$ cat src/rtl/mc_defs.sv
// Shared encodings for the multi-cycle MIPS control unit: FSM states, opcodes, functs,
// ALU operation codes and datapath mux selects.
package mc_defs;

    typedef enum logic [4:0] {
        StIf  = 5'd0,
        StId  = 5'd1,
        StMa  = 5'd2,
        StMrd = 5'd3,
        StLwb = 5'd4,
        StMwr = 5'd5,
        StRex = 5'd6,
        StRwb = 5'd7,
        StBr  = 5'd8,
        StJ   = 5'd9,
        StIex = 5'd10,
        StIwb = 5'd11,
        StJal = 5'd12,
        StJr  = 5'd13
    } mc_state_e;

    localparam logic [5:0] OpRtype = 6'b000000;
    localparam logic [5:0] OpLw    = 6'b100011;
    localparam logic [5:0] OpSw    = 6'b101011;
    localparam logic [5:0] OpBeq   = 6'b000100;
    localparam logic [5:0] OpBne   = 6'b000101;
    localparam logic [5:0] OpJ     = 6'b000010;
    localparam logic [5:0] OpJal   = 6'b000011;
    localparam logic [5:0] OpAddi  = 6'b001000;
    localparam logic [5:0] OpSlti  = 6'b001010;
    localparam logic [5:0] OpAndi  = 6'b001100;
    localparam logic [5:0] OpOri   = 6'b001101;

    localparam logic [5:0] FunJr  = 6'b001000;
    localparam logic [5:0] FunAdd = 6'b100000;
    localparam logic [5:0] FunSub = 6'b100010;
    localparam logic [5:0] FunAnd = 6'b100100;
    localparam logic [5:0] FunOr  = 6'b100101;
    localparam logic [5:0] FunSlt = 6'b101010;
    localparam logic [5:0] FunNor = 6'b100111;

    localparam logic [2:0] AluAnd = 3'b000;
    localparam logic [2:0] AluOr  = 3'b001;
    localparam logic [2:0] AluAdd = 3'b010;
    localparam logic [2:0] AluSub = 3'b110;
    localparam logic [2:0] AluSlt = 3'b111;
    localparam logic [2:0] AluNor = 3'b100;

    localparam logic [1:0] RegDstRt = 2'b00;
    localparam logic [1:0] RegDstRd = 2'b01;
    localparam logic [1:0] RegDst31 = 2'b10;

    localparam logic [1:0] MemtoRegAlu = 2'b00;
    localparam logic [1:0] MemtoRegMdr = 2'b01;
    localparam logic [1:0] MemtoRegPc  = 2'b10;

    localparam logic [1:0] SrcBReg = 2'b00;
    localparam logic [1:0] SrcBFour = 2'b01;
    localparam logic [1:0] SrcBImm = 2'b10;
    localparam logic [1:0] SrcBBr  = 2'b11;

    localparam logic [1:0] PcSrcAlu    = 2'b00;
    localparam logic [1:0] PcSrcAluOut = 2'b01;
    localparam logic [1:0] PcSrcJump   = 2'b10;
    localparam logic [1:0] PcSrcRegA   = 2'b11;

    // Logical immediates are zero-extended, arithmetic ones sign-extended.
    function automatic logic is_zext_op(input logic [5:0] op);
        return (op == OpAndi) || (op == OpOri);
    endfunction

endpackage

$ cat src/rtl/mc_alu_dec.sv
// Combinational ALU operation decoder driven by the current control state and the IR fields.
module mc_alu_dec
    import mc_defs::*;
(
    input  mc_state_e  state_i,
    input  logic [5:0] op_i,
    input  logic [5:0] fun_i,
    output logic [2:0] alu_ctrl_o
);

    always_comb begin
        alu_ctrl_o = AluAnd;
        unique case (state_i)
            StIf, StId, StMa: alu_ctrl_o = AluAdd;
            StBr:             alu_ctrl_o = AluSub;
            StRex: begin
                case (fun_i)
                    FunSub:  alu_ctrl_o = AluSub;
                    FunAnd:  alu_ctrl_o = AluAnd;
                    FunOr:   alu_ctrl_o = AluOr;
                    FunSlt:  alu_ctrl_o = AluSlt;
                    FunNor:  alu_ctrl_o = AluNor;
                    default: alu_ctrl_o = AluAdd;
                endcase
            end
            StIex: begin
                case (op_i)
                    OpSlti:  alu_ctrl_o = AluSlt;
                    OpAndi:  alu_ctrl_o = AluAnd;
                    OpOri:   alu_ctrl_o = AluOr;
                    default: alu_ctrl_o = AluAdd;
                endcase
            end
            default: alu_ctrl_o = AluAnd;
        endcase
    end

endmodule

$ cat src/rtl/mc_ctrl.sv
// Multi-cycle MIPS control FSM: steps each instruction through fetch/decode/execute/memory/
// writeback and drives every datapath select and write enable.
module mc_ctrl
    import mc_defs::*;
(
    input  logic       clk,
    input  logic       rst,
    input  logic [5:0] OP,
    input  logic [5:0] Fun,
    input  logic       zero,
    input  logic       MIO_ready,
    output logic       Reg_Wt,
    output logic [1:0] RegDst,
    output logic [1:0] MemtoReg,
    output logic       ALUSrcA,
    output logic [1:0] ALUSrcB,
    output logic       ZeroExt,
    output logic [1:0] PCSource,
    output logic       PCWrite,
    output logic       IorD,
    output logic       MemRead,
    output logic       MemWrite,
    output logic       CPU_MIO,
    output logic       IRWrite,
    output logic [2:0] ALU_Control,
    output logic [4:0] state_out
);

    mc_state_e state_q, state_d;
    logic      reg_wt_raw, pc_write_raw, mem_write_raw, ir_write_raw;

    always_comb begin
        state_d = StIf;
        unique case (state_q)
            StIf: state_d = MIO_ready ? StId : StIf;
            StId: begin
                case (OP)
                    OpRtype:                      state_d = (Fun == FunJr) ? StJr : StRex;
                    OpLw, OpSw:                   state_d = StMa;
                    OpBeq, OpBne:                 state_d = StBr;
                    OpJ:                          state_d = StJ;
                    OpJal:                        state_d = StJal;
                    OpAddi, OpSlti, OpAndi, OpOri: state_d = StIex;
                    default:                      state_d = StIf;
                endcase
            end
            StMa:    state_d = (OP == OpSw) ? StMwr : StMrd;
            StMrd:   state_d = MIO_ready ? StLwb : StMrd;
            StMwr:   state_d = MIO_ready ? StIf : StMwr;
            StRex:   state_d = StRwb;
            StIex:   state_d = StIwb;
            default: state_d = StIf;
        endcase
    end

    always_ff @(posedge clk or negedge rst) begin
        if (!rst) begin
            state_q <= StIf;
        end else begin
            state_q <= state_d;
        end
    end

    always_comb begin
        reg_wt_raw    = 1'b0;
        RegDst        = RegDstRt;
        MemtoReg      = MemtoRegAlu;
        ALUSrcA       = 1'b0;
        ALUSrcB       = SrcBReg;
        ZeroExt       = 1'b0;
        PCSource      = PcSrcAlu;
        pc_write_raw  = 1'b0;
        IorD          = 1'b0;
        MemRead       = 1'b0;
        mem_write_raw = 1'b0;
        ir_write_raw  = 1'b0;
        unique case (state_q)
            StIf: begin
                MemRead      = 1'b1;
                ALUSrcB      = SrcBFour;
                ir_write_raw = MIO_ready;
                pc_write_raw = MIO_ready;
            end
            StId: ALUSrcB = SrcBBr;
            StMa: begin
                ALUSrcA = 1'b1;
                ALUSrcB = SrcBImm;
            end
            StMrd: begin
                IorD    = 1'b1;
                MemRead = 1'b1;
            end
            StLwb: begin
                reg_wt_raw = 1'b1;
                MemtoReg   = MemtoRegMdr;
            end
            StMwr: begin
                IorD          = 1'b1;
                mem_write_raw = 1'b1;
            end
            StRex: ALUSrcA = 1'b1;
            StRwb: begin
                reg_wt_raw = 1'b1;
                RegDst     = RegDstRd;
            end
            StBr: begin
                ALUSrcA      = 1'b1;
                PCSource     = PcSrcAluOut;
                pc_write_raw = (OP == OpBeq) ? zero : ~zero;
            end
            StJ: begin
                PCSource     = PcSrcJump;
                pc_write_raw = 1'b1;
            end
            StJal: begin
                PCSource     = PcSrcJump;
                pc_write_raw = 1'b1;
                reg_wt_raw   = 1'b1;
                RegDst       = RegDst31;
                MemtoReg     = MemtoRegPc;
            end
            StJr: begin
                PCSource     = PcSrcRegA;
                pc_write_raw = 1'b1;
            end
            StIex: begin
                ALUSrcA = 1'b1;
                ALUSrcB = SrcBImm;
                ZeroExt = is_zext_op(OP);
            end
            StIwb: begin
                reg_wt_raw = 1'b1;
                ZeroExt    = is_zext_op(OP);
            end
            default: ;
        endcase
    end

    // Write enables are masked by reset so nothing is written while rst is low.
    assign Reg_Wt    = reg_wt_raw & rst;
    assign PCWrite   = pc_write_raw & rst;
    assign MemWrite  = mem_write_raw & rst;
    assign IRWrite   = ir_write_raw & rst;
    assign CPU_MIO   = MemRead | MemWrite;
    assign state_out = state_q;

    mc_alu_dec u_alu_dec (
        .state_i    (state_q),
        .op_i       (OP),
        .fun_i      (Fun),
        .alu_ctrl_o (ALU_Control)
    );

endmodule

$ cat config.mk
export PLATFORM = sky130hd
export DESIGN_NAME = mc_ctrl
export DESIGN_NICKNAME = d
export VERILOG_FILES = /design/src/rtl/mc_defs.sv /design/src/rtl/mc_alu_dec.sv /design/src/rtl/mc_ctrl.sv
export SDC_FILE = /design/constraint.sdc
export NUM_CORES = 1
export LEC_CHECK = 0
export ABC_AREA = 1
export BUFFER_PORTS_ARGS = -buffer_cell sky130_fd_sc_hd__buf_2
export CAP_MARGIN = 20
export CORE_MARGIN = 8
export CORE_UTILIZATION = 43
export CTS_CLUSTER_DIAMETER = 50
export DETAILED_ROUTE_END_ITERATION = 8
export PLACE_DENSITY = 0.84
export SYNTH_ARGS = -nofsm -noshare
export SYNTH_HDL_FRONTEND = slang
export SYNTH_SLANG_ARGS = --single-unit
export TNS_END_PERCENT = 10
$ cat constraint.sdc
create_clock -name clk -period 2.07 [get_ports clk]
set_clock_uncertainty 0.2 [all_clocks]
set_input_delay 0.3105 -clock clk [delete_from_list [all_inputs] [get_ports clk]]
set_output_delay 0.3105 -clock clk [all_outputs]
set_load 0.01 [all_outputs]
======== Yosys cells after proc, flatten, opt, wreduce, memory -nomap -nowiden ========
Index checks and enable logic that the tools add are counted.
storage, ports and cells
  input port bits ......................... 16
  flip-flop bits (word level) ............. 5
  word-level logic and storage cells ...... 74
  output and inout bits ................... 25
operators by class
  reduce and logical (&&, ||, !) cells .... 15
  muxes and demuxes ....................... 23
  bitwise operators ....................... 6
  equality and inequality tests ........... 29
operators by type and width
  cell                  number
  $eq A6 B6 Y1 const B  7
  $eq A5 B4 Y1 const B  6
  $eq A6 B4 Y1 const B  5
  $pmux W4 S7           1
  $pmux W4 S6           1
  $eq A5 B3 Y1 const B  4
  $pmux W3 S5           1
  $reduce_or A2 Y1      7
  $eq A6 B2 Y1 const B  2
  $eq A6 B3 Y1 const B  2
  $pmux W2 S3           2
  $pmux W3 S4           1
  $reduce_or A4 Y1      3
  $eq A5 B2 Y1 const B  2
  $mux W1               9
  $mux W3               3
  $pmux W3 S3           1
  $pmux W2 S2           2
  $logic_not A6 Y1      1
  $reduce_or A3 Y1      2
  $eq A5 B1 Y1 const B  1
  $logic_not A5 Y1      1
  $and A1 B1 Y1         4
  $mux W4               1
  other kinds (4)       4

======== Logic depth before layout (Yosys ltp) ========
  depth in word-level cells ............... 4
  gate-level depth with buffers ........... 8
  gate-level depth less buffers ........... 8

======== Hierarchy ========
Synthesis repeated with hierarchy kept, for this count alone.
second synthesis, totals
  cells, all modules ...................... 172
  area total of the unflattened synthesis .. 908.4 µm²
by module, submodules not included
  module      times used  cells an instance  area an instance (µm²)  seq. area each (µm²)
  mc_ctrl     1           120                654.4                   100.1
  mc_alu_dec  1           52                 254.0                   0.0

======== Least setup slack after synthesis ========
OpenSTA, ideal clock, no wires.
  kind .................................... flip-flop to output port
  start point ............................. register state_q[3], in the netlist state_out[3]
  end point ............................... output port PCWrite
  required time ........................... 1.559 ns
  data arrival time ....................... 1.199 ns
  path slack .............................. 0.361 ns
  stages on the path, launching flop included .. 8
  buffers on the path ..................... 0
  cell sequence ........................... dfrtp_1 -> nor2_2 -> nand2_2 -> nor2_2 -> inv_1 -> nand2_1 -> inv_2 -> a21oi_2
between the ends
  cells in the longest elaborated chain, start to end .. 4
  elaborated cells on any way between the ends .. 8
  those cells by class .................... eq/ne (4); mux (1); bitwise (1); reduce/logical (2)
ends and longest elaborated chain
  element                     line            source
  start: declaration          mc_ctrl.sv:29   mc_state_e state_q, state_d;
  start signal: assignment    mc_ctrl.sv:58   state_q <= StIf;
  start signal: assignment    mc_ctrl.sv:60   state_q <= state_d;
  $eq A5 B4 Y1                mc_ctrl.sv:77   unique case (state_q)
  $reduce_or A3 Y1 (no line)  n/a
  $pmux W1 S3 *               mc_ctrl.sv:77
  $and A1 B1 Y1 *             mc_ctrl.sv:141  assign PCWrite = pc_write_raw & rst;
  end: declaration            mc_ctrl.sv:19   output logic PCWrite,
Mark *: on every way between the ends. The rest lies on a longest branch, timed or not.

======== Final worst setup path ========
  start point ............................. input port rst
  end point ............................... output port CPU_MIO
between the ends
  cells in the longest elaborated chain, start to end .. 2
ends and longest elaborated chain
  element             line            source
  start: declaration  mc_ctrl.sv:7    input logic rst,
  $and A1 B1 Y1       mc_ctrl.sv:142  assign MemWrite = mem_write_raw & rst;
  $or A1 B1 Y1        mc_ctrl.sv:144  assign CPU_MIO = MemRead | MemWrite;
  end: declaration    mc_ctrl.sv:23   output logic CPU_MIO,
Every way passes these cells.

==> results.cfg <==
[critical_path]
crit_required_ps = 1560
end_kind = output pin
crit_top_cell = buf_2
slowest_delay_ps = 530
worstPathMaxFanout = 5
crit_type = in2out
crit_family = buffers and inverters
arrival_ps = 1480
critPathBufInv = 4
cp-start-kind = input port
slowest_stage = dlygate4sd3_1
path_cells = dlygate4sd3_1 -> buf_2 -> inv_2 -> nor2_1 -> or2_1 -> buf_2

[power_and_ir_drop]
power_frac_seq_pct = 19.1
p_comb_share_pct = 69.3
p_int_mw = 0.3867
p_per_area_mw_per_mm2 = 801.4
p_leak_nw = 0.6610
p_sw_share_pct = 53.14
clkPwrFrac_pct = 11.6
finalPower_mw = 0.8253
netSwitchingPower_mw = 0.4386
peakVddDrop_v = 0.0004164

[timing]
slew_viol_final = 0
period_share_pct = 96.13
hold_slack_ps = 221.4
tns_ps = 0
setup_viol_count_final = 0
post-route-min-period_ps = 1990
finalHoldViolations = 0
fmax_ghz = 0.5025

[global_routing]
grt_max_degree = 8
antenna_found_initial = 0
track_usage_pct = 14.44
grt_pass1_vias = 992
overflow = 0
grt_pass1_wl_um = 4022

[layout]
nFillCells = 173
instances_no_fill = 208
multi_input_area_sq_um = 551.8
seq_area_sq_um = 105.1
drive_gt1_share_pct = 36.65
antenna_cells = 0
syn_to_final_growth_pct = 40.92
utilization_pct = 61.65
largest_reg_flops = 4
fin_nets = 209

[route]
drt-total-wl_um = 2403
viasPerCell = 5.077
vias = 1056
drc = 0
drtIter0Drc = 25
drt_first_pass_iters = 4
postRouteAntennaNets = 0
wl_per_cell_um = 11.55

[place]
hpwl_um = 1973
io_buffers = 39
place.gp.congestion = 0.9502
placed_cells = 201

[floorplan]
coreArea_sq_mm = 0.001670
die_w_um = 57.22
row_count = 15
die-area_sq_mm = 0.003274
initial_core_util_pct = 43.75
die_h_um = 57.22
ioPinCount = 41

[synth]
synth_nets = 162
synth_top_area_cell = nand2_1
yosysWarnings = 0
yosys.cell_count.top_type = nand2_1
syn_area_per_cell_sq_um = 5.005
synthTopCellsByCount = nand2_1, nor2_1, inv_1
synth_cell_types = 23
synth_edf_count = 0
synthArstFlopShare_pct = 100.0
synthTopCellsByArea = nand2_1, nor2_1, dfrtp_1
yosysSeqAreaShare_pct = 13.70
synth_flop_cell = dfrtp_1
synth_top_area_share_pct = 21.06
synth_cells = 146
ys_ff_latch = 4
syn_area_sq_um = 730.7

[clock_network]
clk_latency_ps = 230
path_clk_slew_ps = 40
cts_tree = done
htreeDepth = 1
cts_buffers = 3
cts.sinks = 4
clock-root-buffer = clkbuf_4
clockBufferDepth = 2

[min_path]
min_path_type = in2async

[flow_run]
drv_cap = 0

[outcome]
status = finished clean
layout make-up:
type	instances	share of cell area (%)
multi-input combinational	114	53.58
timing repair buffer	43	22.11
sequential	4	10.21
inverter	27	9.842
clock buffer	3	2.187
tap	17	2.066
cell usage in the layout, fill, tap and decap left out, drive strengths merged, types with 2 or more instances in the layout:
| cell type | instances |
|---|---|
| nand2 | 42 |
| nand3 | 16 |
| o211ai | 2 |
| o21ai | 4 |
| clkbuf | 3 |
| dfrtp | 4 |
| inv | 27 |
| nor2 | 34 |
| a21oi | 2 |
| buf | 42 |
| nor3 | 7 |
through the flow:
| stage | area (sq um) | setup slack [ps] |
|---|---|---|
| after floorplan | 730.7 | 360.7 |
| after global placement | 939.7 | 265.6 |
| after detailed placement | 939.7 | 210.0 |
| after CTS | 982.2 | 11.64 |
| after global routing | 1030 | -0.8638 |
| final | 1030 | 80.02 |
logic make-up after synthesis:
group           synth area share [%]
flops                          13.70
simple gates                   61.48
buf+inv                        14.90
compound gates                 9.418
other cells                   0.5132
layer usage:
layer  vias to the layer above  track usage, %  part of all wire, %
li1                        548               -                    -
met4                         0           5.000                  1.4
met5                         -               0                    0
met3                         5           4.036                  9.5
met2                        56           25.93                   46
met1                       447           15.69                   43
worst paths after layout:
| path | slack, ps | startpoint | cells after the start | to |
|---|---|---|---|---|
| min in group clk | 290 | OP[1] | 5 | state_out[0] |
| worst max register to register | 610 | state_out[2] | 6 | state_out[2] |
| worst min register to register | 520 | state_out[3] | 3 | state_out[2] |
| worst min-delay path | 220 | rst | 2 | state_out[1] |
| max in group asynchronous | 1310 | rst | 2 | state_out[2] |
| worst max-delay path | 80 | rst | 6 | CPU_MIO |
power by group through the flow:
| stage | logic [mW] | registers, mW | clock network, mW |
|---|---|---|---|
| finish | 0.572 | 0.158 | 0.0958 |
| global route | 0.636 | 0.161 | 0.106 |
| floorplan | 0.327 | 0.148 | 0 |
| detailed placement | 0.526 | 0.143 | 0 |
| CTS | 0.533 | 0.148 | 0.0989 |
| global placement | 0.523 | 0.140 | 0 |
repair_timing:
item / in CTS / in global routing
setup buffers: 0 / 3
endpoints found under the setup margin: 1 / 4
hold buffers: 1 / 0
pin swaps: 0 / 2
resized for setup: 4 / 9
cloned: 0 / 0
hold endpoints to repair: 4 / 0
Note: power is estimated with default switching activity, not from simulation.
